**src/rtl/ball_frame_sequencer.sv**
```systemverilog
// ball_frame_sequencer
// Per-frame ball motion controller. Each vsync rising edge starts a fixed
// SAMPLE -> MOVE_X -> MOVE_Y -> COMMIT sequence. Position and hit flags only
// change at COMMIT, so the renderer never sees a half-updated position.
//
// Ports:
//   clk           pixel clock
//   reset         synchronous, active-high reset
//   vsync         vertical sync, active-high; rising edge starts a frame update
//   mode_auto     1 = autonomous bounce, 0 = manual buttons (latched in SAMPLE)
//   up/down       manual Y controls (up wins when both are set)
//   left/right    manual X controls (left wins when both are set)
//   ball_hpos     committed ball X (left edge)
//   ball_vpos     committed ball Y (top edge)
//   busy          high while the sequence is running
//   frame_done    one-cycle pulse when a new position is committed
//   hit_h/hit_v   last committed frame clamped on the X / Y axis
//   bounce_count  axis clamps since reset, wraps modulo 256
module ball_frame_sequencer #(
  parameter int unsigned H_ACTIVE  = 640,
  parameter int unsigned V_ACTIVE  = 480,
  parameter int unsigned BALL_SIZE = 8,
  parameter int unsigned SPEED     = 2,
  parameter int unsigned H_INIT    = 320,
  parameter int unsigned V_INIT    = 240
) (
  input  logic       clk,
  input  logic       reset,
  input  logic       vsync,
  input  logic       mode_auto,
  input  logic       up,
  input  logic       down,
  input  logic       left,
  input  logic       right,
  output logic [9:0] ball_hpos,
  output logic [9:0] ball_vpos,
  output logic       busy,
  output logic       frame_done,
  output logic       hit_h,
  output logic       hit_v,
  output logic [7:0] bounce_count
);

  localparam int unsigned POS_W  = 10;
  localparam int unsigned STEP_W = POS_W + 1;
  localparam int unsigned CNT_W  = 8;

  localparam logic signed [STEP_W-1:0] STEP  = STEP_W'(SPEED);
  localparam logic signed [STEP_W-1:0] X_MAX = STEP_W'(H_ACTIVE - BALL_SIZE);
  localparam logic signed [STEP_W-1:0] Y_MAX = STEP_W'(V_ACTIVE - BALL_SIZE);

  typedef enum logic [2:0] {
    S_IDLE,
    S_SAMPLE,
    S_MOVE_X,
    S_MOVE_Y,
    S_COMMIT
  } state_t;

  state_t                   r_state;
  logic                     r_vsync;
  logic                     r_auto;
  logic                     r_hdir;   // 1 = moving right
  logic                     r_vdir;   // 1 = moving down
  logic signed [STEP_W-1:0] r_dx;
  logic signed [STEP_W-1:0] r_dy;
  logic        [POS_W-1:0]  r_nx;
  logic        [POS_W-1:0]  r_ny;
  logic                     r_hx;
  logic                     r_hy;

  logic                     w_rise;
  logic signed [STEP_W-1:0] w_sum_x;
  logic signed [STEP_W-1:0] w_sum_y;

  // Rising-edge detect and unclamped candidate positions.
  assign w_rise  = vsync & ~r_vsync;
  assign w_sum_x = $signed({1'b0, ball_hpos}) + r_dx;
  assign w_sum_y = $signed({1'b0, ball_vpos}) + r_dy;

  // Frame sequencer: single registered FSM with registered outputs.
  always_ff @(posedge clk) begin
    if (reset) begin
      r_state      <= S_IDLE;
      r_vsync      <= 1'b1;   // vsync already high at release is not an edge
      r_auto       <= 1'b0;
      r_hdir       <= 1'b1;
      r_vdir       <= 1'b1;
      r_dx         <= '0;
      r_dy         <= '0;
      r_nx         <= POS_W'(H_INIT);
      r_ny         <= POS_W'(V_INIT);
      r_hx         <= 1'b0;
      r_hy         <= 1'b0;
      ball_hpos    <= POS_W'(H_INIT);
      ball_vpos    <= POS_W'(V_INIT);
      busy         <= 1'b0;
      frame_done   <= 1'b0;
      hit_h        <= 1'b0;
      hit_v        <= 1'b0;
      bounce_count <= '0;
    end else begin
      r_vsync    <= vsync;
      frame_done <= 1'b0;

      unique case (r_state)
        S_IDLE: begin
          if (w_rise) begin
            r_state <= S_SAMPLE;
            busy    <= 1'b1;
          end
        end

        // Latch mode and derive the per-axis step for this frame.
        S_SAMPLE: begin
          r_auto <= mode_auto;
          if (mode_auto) begin
            r_dx <= r_hdir ? STEP : -STEP;
            r_dy <= r_vdir ? STEP : -STEP;
          end else begin
            r_dx <= left ? -STEP : (right ? STEP : '0);
            r_dy <= up   ? -STEP : (down  ? STEP : '0);
          end
          r_state <= S_MOVE_X;
        end

        // Clamp to the border; auto mode reflects direction on a clamp.
        S_MOVE_X: begin
          if (w_sum_x[STEP_W-1]) begin
            r_nx <= '0;
            r_hx <= 1'b1;
            if (r_auto) r_hdir <= 1'b1;
          end else if (w_sum_x > X_MAX) begin
            r_nx <= X_MAX[POS_W-1:0];
            r_hx <= 1'b1;
            if (r_auto) r_hdir <= 1'b0;
          end else begin
            r_nx <= w_sum_x[POS_W-1:0];
            r_hx <= 1'b0;
          end
          r_state <= S_MOVE_Y;
        end

        S_MOVE_Y: begin
          if (w_sum_y[STEP_W-1]) begin
            r_ny <= '0;
            r_hy <= 1'b1;
            if (r_auto) r_vdir <= 1'b1;
          end else if (w_sum_y > Y_MAX) begin
            r_ny <= Y_MAX[POS_W-1:0];
            r_hy <= 1'b1;
            if (r_auto) r_vdir <= 1'b0;
          end else begin
            r_ny <= w_sum_y[POS_W-1:0];
            r_hy <= 1'b0;
          end
          r_state <= S_COMMIT;
        end

        // Publish the new position and flags in one cycle.
        S_COMMIT: begin
          ball_hpos    <= r_nx;
          ball_vpos    <= r_ny;
          hit_h        <= r_hx;
          hit_v        <= r_hy;
          bounce_count <= bounce_count + CNT_W'(r_hx) + CNT_W'(r_hy);
          frame_done   <= 1'b1;
          busy         <= 1'b0;
          r_state      <= S_IDLE;
        end

        default: begin
          r_state <= S_IDLE;
          busy    <= 1'b0;
        end
      endcase
    end
  end

endmodule

```
**config.mk**
```make
export PLATFORM = sky130hd
export DESIGN_NAME = ball_frame_sequencer
export DESIGN_NICKNAME = d
export VERILOG_FILES = /design/src/rtl/ball_frame_sequencer.sv
export SDC_FILE = /design/constraint.sdc
export NUM_CORES = 1
export LEC_CHECK = 0
export BUFFER_PORTS_ARGS = -buffer_cell sky130_fd_sc_hd__buf_2
export CORE_MARGIN = 5
export CORE_UTILIZATION = 44
export CTS_BUF_LIST = sky130_fd_sc_hd__clkbuf_4 sky130_fd_sc_hd__clkbuf_8
export DETAILED_ROUTE_END_ITERATION = 16
export SYNTH_ARGS = -nofsm -noshare
export SYNTH_HDL_FRONTEND = slang
export SYNTH_SLANG_ARGS = --single-unit
```
**constraint.sdc**
```tcl
create_clock -name clk -period 6.1 [get_ports clk]
set_input_delay 1.525 -clock clk [delete_from_list [all_inputs] [get_ports clk]]
set_output_delay 1.525 -clock clk [all_outputs]
set_load 0.02 [all_outputs]
```
==> run_results.csv, run 1 <==
group,metric,value,unit
global_routing,grt_first_pass_wirelength,14.17,mm
logic_synthesis,synthFlopType,"dfxtp_1",
clocking,cts_setup_buffers,0,
worst_setup_path,cp_slowest_stage_delay,0.62,ns
worst_setup_path,critPathBufInv,1,
worst_hold_path,hold_end,"ball_vpos[0]$_SDFFE_PP0P_",
die,start_util,45.47,%
timing,rsz0062_at_grt,"false",
worst_setup_path,reg2reg_from,"r_dy[9]$_SDFFE_PP0P_",
placement,place_inst,536,
placement,portBuffers,39,
layout,drive_gt1_share,16.70,%
clocking,clock_path_buffers,2,
worst_setup_path,end_kind,"flip-flop",
timing,period_minus_slack,2.902,ns
clocking,cts_sinks,65,
logic_synthesis,ys_ff_latch,65,
worst_setup_path,cp.required,6.32,ns
run,maxCapViolations,0,
logic_synthesis,syn_inst,413,
worst_setup_path,crit_path_max_fanout,13,
detailed_routing,avgViaCountPerCell,5.430,
worst_setup_path,cp_cell_sequence,"inv_1 > fa_1 > nand2b_1 > a2111o_1 > o211ai_1 > o211ai_1 > o2111a_2 > a221o_1",
timing,tightest_slew,1.164,ns
global_routing,grt_antenna_before_repair,0,
worst_hold_path,hold_path_class,"reg2reg",
worst_setup_path,crit_family,"compound AO/OA/AOI/OAI gates",
worst_hold_path,whs_path_depth,2,
timing,fmax,0.3445,GHz
detailed_routing,drc,0,
timing,final-hold-violation-count,0,
die,dieArea,0.009919,sq mm
logic_synthesis,synthArstFlopShare,0,%
die,rows,32,
worst_setup_path,reg2reg_slack,3.20,ns
timing,setup_viol,0,
worst_setup_path,arrival,3.12,ns
worst_setup_path,path_common_cell,"o211ai_1",
power_and_ir_drop,power_density,230.8,mW/mm^2
logic_synthesis,syn_area_per_cell,8.552,sq um
clocking,ctsResizeCount,0,
layout,nNetsFinal,475,
worst_setup_path,cpMaxStageDelayCell,"dfxtp_1",
timing,tns,0,ns
global_routing,grt-ovfl-total,0,
logic_synthesis,synth_edf_count,0,
logic_synthesis,seq_area_frac_synth,36.84,%
layout,fin_util,51.13,%
global_routing,grt_max_degree,57,
die,core_area,0.007767,sq mm
logic_synthesis,synth_cell_types,71,
die,die_h,99.60,microns
power_and_ir_drop,vdd_drop_max,0.1321,mV
detailed_routing,vias,2992,
die,top_level_ports,40,
timing,slew_headroom,22.22,%
clocking,path_clk_slew,0.07,ns
global_routing,track_usage,17.70,%
timing,skew,0.01304,ns
timing,maxSlewViolCount,0,
worst_setup_path,reg2regPathDepth,8,
timing,holdWs,0.4521,ns
placement,dpl.hpwl,5.809,mm
detailed_routing,wl,8.220,mm
worst_setup_path,timing.rr.end,"r_ny[5]$_SDFFE_PP1P_",
worst_setup_path,crit_type,"reg2reg",
layout,syn2layout_area_growth,12.43,%
placement,gp_congestion,0.8240,
clocking,cts_hold_buf,0,
layout,final_common_cell,"dfxtp_1",
worst_setup_path,crit_path_start_kind,"flip-flop",
detailed_routing,dr.pass1.iters,4,
clocking,cts_buffers,9,
logic_synthesis,syn_area,0.003532,sq mm
global_routing,first_global_vias,2881,
layout,final_cell_mix,"dfxtp_1 (65), nand2_1 (61), buf_2 (39)",
clocking,clkLatencyLatePin,0.34,ns
clocking,htreeDepth,3,
layout,fin_cells,551,
detailed_routing,drt_iter0_markers,129,
worst_hold_path,hp-start,"r_ny[0]$_SDFFE_PP0P_",
layout,n_antenna_cell,0,
power_and_ir_drop,p_leak,1.636,nW
logic_synthesis,yosys_warnings,0,
clocking,root_buffer,"clkbuf_8",
logic_synthesis,syn_nets,443,
status,status,"finished clean",
timing,finalCritPeriodShare,47.58,%
detailed_routing,drt-wirelength-per-cell,14.92,microns
clocking,cts_tree,"built",
detailed_routing,antenna_left,0,
die,die_x,99.60,microns
-- final cells by class --
class / instances / area (sq um)
Clock inverter: 5 / 57.56
Tap cell: 102 / 127.6
Multi-Input combinational cell: 313 / 2091
Sequential cell: 65 / 1301
Inverter: 16 / 60.06
Fill cell: 792 / 3796
Clock buffer: 10 / 131.4
Timing Repair Buffer: 40 / 202.7
-- stage by stage --
step	instance area, sq um	power, mW	setup slack (ns)
after floorplan	3532	0.5401	3.475
after global placement	3782	0.5664	3.324
after detailed placement	3782	0.5668	3.243
after CTS	3971	0.9283	3.199
after global routing	3971	0.9648	3.044
final	3971	0.9165	3.198
-- power by group --
group          total (mW)  leakage [nW]  internal (mW)  switching, mW
logic               0.119          1.02         0.0459         0.0732
registers           0.439         0.525          0.431        0.00792
clock network       0.358        0.0878          0.190          0.168
-- worst register-to-register path: stages (launching register included) --
cell	delay, ns
dfxtp_1	0.62
inv_1	0.16
fa_1	0.45
nand2b_1	0.20
a2111o_1	0.42
o211ai_1	0.15
o211ai_1	0.14
o2111a_2	0.31
a221o_1	0.32
-- cells in the mapped netlist (4+ instances only) --
cell      instances  share of area (%)
a211oi_1         12                2.6
a21o_1            6                1.3
a21oi_1          37                5.2
a32o_1            4                1.1
and3_1            5               0.89
buf_1             4               0.42
clkbuf_1         12                1.3
dfxtp_1          65                 37
ha_1             19                6.7
inv_1            16                1.7
nand2_1          61                6.5
nand3_1          13                1.8
nor2_1           36                3.8
nor2b_1           5               0.89
nor3_1            5               0.71
o211ai_1          7                1.5
o21ai_0          10                1.4
xnor2_1           9                2.2
xor2_1            8                2.0
-- cells by family (layout without fill, tap and decap cells) --
family,after synthesis,after routing,share of synthesized area [%]
buffers and inverters,35,71,3.967
flip-flops,65,65,36.84
AND/OR/NAND/NOR,159,159,22.00
adder cells (fa/ha/maj),22,22,8.431
AO/OA/AOI/OAI,110,110,22.92
multiplexers,4,4,1.169
XOR/XNOR,18,18,4.676
-- how the worst max path moves through the flow --
stage	from	to	slack, ns	cells after the start
after floorplan	ball_vpos[1]$_SDFFE_PP0P_	r_ny[5]$_SDFFE_PP1P_	3.48	9
after global placement	r_dy[9]$_SDFFE_PP0P_	r_ny[5]$_SDFFE_PP1P_	3.32	8
after detailed placement	r_dy[9]$_SDFFE_PP0P_	r_ny[5]$_SDFFE_PP1P_	3.24	8
after CTS	r_dy[9]$_SDFFE_PP0P_	r_ny[5]$_SDFFE_PP1P_	3.20	8
after global routing	r_dy[9]$_SDFFE_PP0P_	r_ny[3]$_SDFFE_PP0P_	3.04	8
final	r_dy[9]$_SDFFE_PP0P_	r_ny[5]$_SDFFE_PP1P_	3.20	8
-- per-layer routing --
| metal | GRT usage (%) | share of wire (%) |
|---|---|---|
| met2 | 26.70 | 44 |
| met4 | 5.777 | 1.3 |
| met3 | 4.278 | 4.3 |
| met5 | 0 | 0 |
| met1 | 24.83 | 50 |
-- sequential cells by signal (all words and copies together), names as in the netlist, 2 cells and up --
register      cells
r_dx              2
r_state           3
ball_hpos        10
bounce_count      8
r_dy              2
ball_vpos        10
r_ny             10
r_nx             10
(Power assumes the default switching activity.)
==> run 2: changes to the inputs <==
--- a/config.mk
+++ b/config.mk
@@ -10,6 +10,7 @@
 export CORE_UTILIZATION = 44
 export CTS_BUF_LIST = sky130_fd_sc_hd__clkbuf_4 sky130_fd_sc_hd__clkbuf_8
 export DETAILED_ROUTE_END_ITERATION = 16
+export PLACE_DENSITY = 0.65
 export SYNTH_ARGS = -nofsm -noshare
 export SYNTH_HDL_FRONTEND = slang
 export SYNTH_SLANG_ARGS = --single-unit
==> constraint.sdc (replaced) <==
create_clock -name clk -period 2.5 [get_ports clk]
set_input_delay 0.625 -clock clk [delete_from_list [all_inputs] [get_ports clk]]
set_output_delay 0.625 -clock clk [all_outputs]
set_load 0.02 [all_outputs]
==> run 2 against run 1 <==
Effect of this change: via count grew 6.9%; global-route usage grew 0.10 points; critical path depth grew 1; sequential cell count is the same; worst setup slack lost 3.1 ns; first-iteration DRC count shrank 11%; largest cell class unchanged; highest routed layer unchanged.
==> run_results.csv, run 2 (synthesized netlist as in run 1, its figures left out) <==
group,metric,value,unit
status,status,"finished clean",
global_routing,grt_max_degree,25,
detailed_routing,drc,0,
power_and_ir_drop,p_sw,624.2,uW
layout,nNetsFinal,503,
global_routing,grt-ovfl-total,0,
timing,fmax,0.4143,GHz
worst_setup_path,arrival,2.63,ns
global_routing,first_global_vias,3083,
layout,n_antenna_cell,0,
worst_setup_path,cp_cell_sequence,"ha_4 > inv_2 > fa_2 > nand2b_4 > a2111o_1 > o211ai_1 > o211ai_1 > o2111a_2 > a221o_1",
die,dieArea,0.009919,sq mm
power_and_ir_drop,power_density,559.7,mW/mm^2
timing,setup_viol,0,
global_routing,grt_first_pass_wirelength,14.50,mm
worst_setup_path,cp.required,2.71,ns
detailed_routing,drt_iter0_markers,115,
die,rows,32,
layout,drive_gt1_share,26.62,%
placement,dp_slack,-0.1171,ns
worst_setup_path,crit_path_max_fanout,5,
clocking,clock_path_buffers,2,
detailed_routing,vias,3199,
run,maxCapViolations,0,
worst_setup_path,path_common_cell,"o211ai_1",
detailed_routing,drt-wirelength-per-cell,15.31,microns
worst_hold_path,hold_path_class,"reg2reg",
timing,finalCritPeriodShare,96.55,%
clocking,path_clk_slew,0.07,ns
layout,final_common_cell,"nand2_1",
detailed_routing,antenna_left,0,
placement,gp_congestion,0.9298,
die,top_level_ports,40,
timing,final-hold-violation-count,0,
timing,tns,0,ns
worst_setup_path,cpMaxStageDelayCell,"a2111o_1",
timing,rsz0062_at_grt,"true",
timing,slew_headroom,64.66,%
clocking,cts_hold_buf,0,
timing,period_minus_slack,2.414,ns
worst_setup_path,cp_slowest_stage_delay,0.37,ns
die,start_util,45.47,%
worst_setup_path,end_kind,"flip-flop",
layout,fin_util,56.46,%
clocking,clkLatencyLatePin,0.33,ns
global_routing,grt_antenna_before_repair,0,
power_and_ir_drop,p_leak,1.837,nW
layout,syn2layout_area_growth,24.16,%
worst_setup_path,crit_path_start_kind,"flip-flop",
layout,final_cell_mix,"nand2_1 (61), dfxtp_1 (58), buf_2 (39)",
power_and_ir_drop,vdd_drop_max,0.3692,mV
power_and_ir_drop,sw_frac_of_total,25.43,%
power_and_ir_drop,comb_power_share,15.0,%
placement,portBuffers,39,
detailed_routing,dr.pass1.iters,5,
clocking,htreeDepth,3,
clocking,cts_buffers,9,
timing,postLayoutSetupSlackWorst,0.08617,ns
timing,skew,0.008762,ns
die,die_x,99.60,microns
detailed_routing,wl,8.866,mm
layout,fill_cells,735,
clocking,cts_tree,"built",
power_and_ir_drop,p_int,1.830,mW
placement,dpl.hpwl,6.308,mm
worst_setup_path,crit_type,"reg2reg",
timing,tightest_slew,0.5285,ns
die,core_area,0.007767,sq mm
power_and_ir_drop,p_clk_share,41.5,%
timing,maxSlewViolCount,0,
power_and_ir_drop,pwr-share-seq,43.5,%
clocking,root_buffer,"clkbuf_8",
die,die_h,99.60,microns
detailed_routing,avgViaCountPerCell,5.525,
global_routing,track_usage,17.80,%
clocking,cts_sinks,65,
## run 2: cell type report
type | count | area [sq um] | area share (%)
repair buffers | 68 | 416.7 | 9.501
inverters | 16 | 60.06 | 1.369
clock inverters | 3 | 65.06 | 1.484
well taps | 102 | 127.6 | 2.910
multi-input cells | 313 | 2240 | 51.07
flip-flops and latches | 65 | 1318 | 30.04
clock buffers | 12 | 158.9 | 3.623
## run 2: worst paths after layout
check	startpoint	endpoint	slack, ns	cells after the start
min reg2reg	r_ny[1]$_SDFFE_PP0P_	ball_vpos[1]$_SDFFE_PP0P_	0.44	2
max reg2reg	ball_vpos[1]$_SDFFE_PP0P_	r_ny[5]$_SDFFE_PP1P_	0.09	9
min	r_ny[1]$_SDFFE_PP0P_	ball_vpos[1]$_SDFFE_PP0P_	0.44	2
max	ball_vpos[1]$_SDFFE_PP0P_	r_ny[5]$_SDFFE_PP1P_	0.09	9
## run 2: power groups by stage
| stage | clock [mW] | sequential (mW) | combinational (mW) |
|---|---|---|---|
| finish | 1.02 | 1.07 | 0.368 |
| global route | 1.08 | 1.07 | 0.404 |
| CTS | 1.03 | 1.07 | 0.339 |
| detailed placement | 0 | 1.09 | 0.326 |
| global placement | 0 | 1.09 | 0.322 |
| floorplan | 0 | 1.09 | 0.229 |
## run 2: per-stage QoR
stage | total power, mW | instance area (sq um) | hold slack, ns | std cells
4_1_cts | 2.440 | 4258 | 0.4421 | 575
3_5_place_dp | 1.417 | 3978 | 0.4371 | 560
5_1_grt | 2.556 | 4385 | 0.4756 | 579
6_report | 2.455 | 4385 | 0.4399 | 579
2_1_floorplan | 1.318 | 3547 | 0.4170 | 413
3_3_place_gp | 1.412 | 3978 | 0.4365 | 560
## run 2: critical path, delay by kind of cell (launching register included)
family | cells | cell delay (ns)
compound gates | 5 | 1.25
fa+ha+maj | 2 | 0.49
buf+inv | 1 | 0.04
flops | 1 | 0.36
simple gates | 1 | 0.16
## run 2: per-layer routing
| metal | up-vias | share of wire, % | global-route usage (%) | wire length (microns) |
|---|---|---|---|---|
| met5 | - | 0 | 0 | 0 |
| met4 | 0 | 0.86 | 5.147 | 76 |
| met3 | 9 | 4.0 | 3.506 | 356 |
| met2 | 59 | 48 | 29.70 | 4218 |
| met1 | 1521 | 48 | 23.35 | 4215 |
| li1 | 1610 | - | - | - |
## run 2: repair_timing
item                                    in CTS  in global routing
resized for setup                           14                 18
endpoints found under the setup margin      14                 18
pin swaps                                    5                 14
setup buffers                                0                  4
==> run 3: changes to the inputs <==
--- a/config.mk
+++ b/config.mk
@@ -11,6 +11,7 @@
 export CTS_BUF_LIST = sky130_fd_sc_hd__clkbuf_4 sky130_fd_sc_hd__clkbuf_8
 export DETAILED_ROUTE_END_ITERATION = 16
 export PLACE_DENSITY = 0.65
+export REMOVE_ABC_BUFFERS = 1
 export SYNTH_ARGS = -nofsm -noshare
 export SYNTH_HDL_FRONTEND = slang
 export SYNTH_SLANG_ARGS = --single-unit
==> run 3 against run 2 <==
Effect of this change: sequential cell count is the same; sequential share of layout area shrank 0.97 points; combinational power grew 13%; count of clock-buffer cells in the layout shrank 2.
==> run_results.csv, run 3 (synthesized netlist as in run 1, its figures left out) <==
group,metric,value,unit
detailed_routing,drt_iter0_markers,131,
placement,gp_congestion,0.9254,
clocking,htreeDepth,3,
die,core_area,0.007767,sq mm
die,start_util,45.47,%
timing,finalCritPeriodShare,97.72,%
layout,final_common_cell,"nand2_1",
placement,dp_slack,-0.05935,ns
clocking,cts_sinks,65,
die,rows,32,
timing,maxSlewViolCount,0,
detailed_routing,antenna_left,0,
worst_setup_path,end_kind,"flip-flop",
detailed_routing,drc,0,
clocking,cts_buffers,9,
die,top_level_ports,40,
timing,skew,0.01013,ns
worst_setup_path,crit_path_start_kind,"flip-flop",
layout,syn2layout_area_growth,27.31,%
detailed_routing,vias,3216,
detailed_routing,wl,8.802,mm
power_and_ir_drop,vdd_drop_max,0.2882,mV
placement,dpl.hpwl,6.278,mm
placement,postPlaceCellArea,0.004030,sq mm
worst_setup_path,crit_path_max_fanout,8,
worst_setup_path,reg2reg_from,"r_dy[9]$_SDFFE_PP0P_",
layout,n_antenna_cell,0,
clocking,clkLatencyLatePin,0.34,ns
timing,rsz0062_at_grt,"true",
global_routing,grt_first_pass_wirelength,14.28,mm
layout,nNetsFinal,515,
global_routing,track_usage,17.69,%
die,dieArea,0.009919,sq mm
worst_setup_path,reg2reg_slack,0.06,ns
clocking,cts_tree,"built",
clocking,clock_path_buffers,2,
power_and_ir_drop,power_density,534.8,mW/mm^2
detailed_routing,avgViaCountPerCell,5.432,
layout,final_cell_area,0.004497,sq mm
global_routing,grt-ovfl-total,0,
timing,tightest_slew,0.6159,ns
global_routing,grt_antenna_before_repair,0,
global_routing,first_global_vias,3047,
worst_setup_path,timing.rr.end,"r_ny[5]$_SDFFE_PP1P_",
clocking,path_clk_slew,0.07,ns
worst_setup_path,crit_type,"reg2reg",
timing,setup_viol,0,
die,die_h,99.60,microns
power_and_ir_drop,p_leak,1.863,nW
clocking,root_buffer,"clkbuf_8",
worst_setup_path,reg2regPathDepth,8,
layout,final_cell_mix,"nand2_1 (61), dfxtp_1 (60), buf_4 (41)",
timing,fmax,0.4093,GHz
timing,slew_headroom,58.82,%
layout,fin_util,57.89,%
worst_hold_path,hold_path_class,"reg2reg",
worst_setup_path,cp.required,2.73,ns
timing,period_minus_slack,2.443,ns
placement,portBuffers,39,
layout,drive_gt1_share,30.00,%
timing,holdWs,0.4521,ns
worst_setup_path,crit_start,"r_dy[9]$_SDFFE_PP0P_",
detailed_routing,drt-wirelength-per-cell,14.87,microns
timing,postLayoutSetupSlackWorst,0.05698,ns
timing,final-hold-violation-count,0,
detailed_routing,dr.pass1.iters,4,
global_routing,grt_max_degree,25,
power_and_ir_drop,power.total,2.405,mW
worst_setup_path,crit_path_end,"r_ny[5]$_SDFFE_PP1P_",
die,die_x,99.60,microns
worst_setup_path,arrival,2.67,ns
status,status,"finished clean",
run,maxCapViolations,0,
run 3: cell types whose count changed in the layout (fill, tap and decap cells not counted), moves of 2 or more:
cell / previous run / this run
clkinvlp_4: 0 / 2
clkinv_4: 0 / 2
ha_2: 0 / 4
dfxtp_1: 58 / 60
buf_4: 28 / 41
dfxtp_4: 3 / 0
ha_1: 16 / 12
xor2_2: 1 / 3
run 3: cell type report:
class,instances,area [sq um]
clock buffers,10,137.6
clock inverters,6,67.56
fillers,729,3271
inverters,16,60.06
multi-input cells,313,2293
flip-flops and latches,65,1308
well taps,102,127.6
repair buffers,80,503.0
run 3: worst min path at each step:
stage / slack, ns / startpoint / endpoint / depth (start not counted)
global route: 0.47 / r_nx[9]$_SDFFE_PP0N_ / r_nx[9]$_SDFFE_PP0N_ / 2
finish: 0.45 / r_ny[9]$_SDFFE_PP0P_ / ball_vpos[9]$_SDFFE_PP0P_ / 2
detailed placement: 0.44 / r_ny[9]$_SDFFE_PP0P_ / ball_vpos[9]$_SDFFE_PP0P_ / 2
CTS: 0.45 / r_ny[9]$_SDFFE_PP0P_ / ball_vpos[9]$_SDFFE_PP0P_ / 2
floorplan: 0.42 / r_ny[0]$_SDFFE_PP0P_ / ball_vpos[0]$_SDFFE_PP0P_ / 2
global placement: 0.44 / r_ny[9]$_SDFFE_PP0P_ / ball_vpos[9]$_SDFFE_PP0P_ / 2
run 3: report_power, final:
| part | leakage (nW) | internal [mW] | total [mW] | switching (mW) |
|---|---|---|---|---|
| logic | 1.24 | 0.190 | 0.415 | 0.225 |
| clock network | 0.0985 | 0.489 | 0.923 | 0.433 |
| registers | 0.528 | 1.05 | 1.07 | 0.0153 |
| total | 1.86 | 1.73 | 2.41 | 0.674 |
run 3: stage by stage:
step	setup TNS (ns)	instances
2_1_floorplan	-0.6369	394
6_report	0	592
3_3_place_gp	-0.02917	569
4_1_cts	-0.09782	585
3_5_place_dp	-0.2662	569
5_1_grt	-0.09530	592
run 3: worst max-delay path, cell delays in order (launching register included):
cell,delay [ns]
dfxtp_1,0.33
buf_4,0.17
ha_1,0.43
o21ai_1,0.13
a21o_1,0.19
o211ai_1,0.31
o211ai_1,0.14
o2111a_2,0.33
a221o_1,0.29
run 3: what timing repair did:
item	CTS	global route
endpoints found under the setup margin	10	21
pin swaps	2	21
hold buffers	0	0
resized for setup	5	38
setup buffers	0	7
run 3: metal layers:
metal | share of wire, % | wire [microns] | global-route usage [%]
met5 | 0 | 0 | 0
met4 | 1.1 | 97 | 5.042
met3 | 5.0 | 438 | 4.137
met2 | 47 | 4155 | 29.18
met1 | 47 | 4111 | 23.10
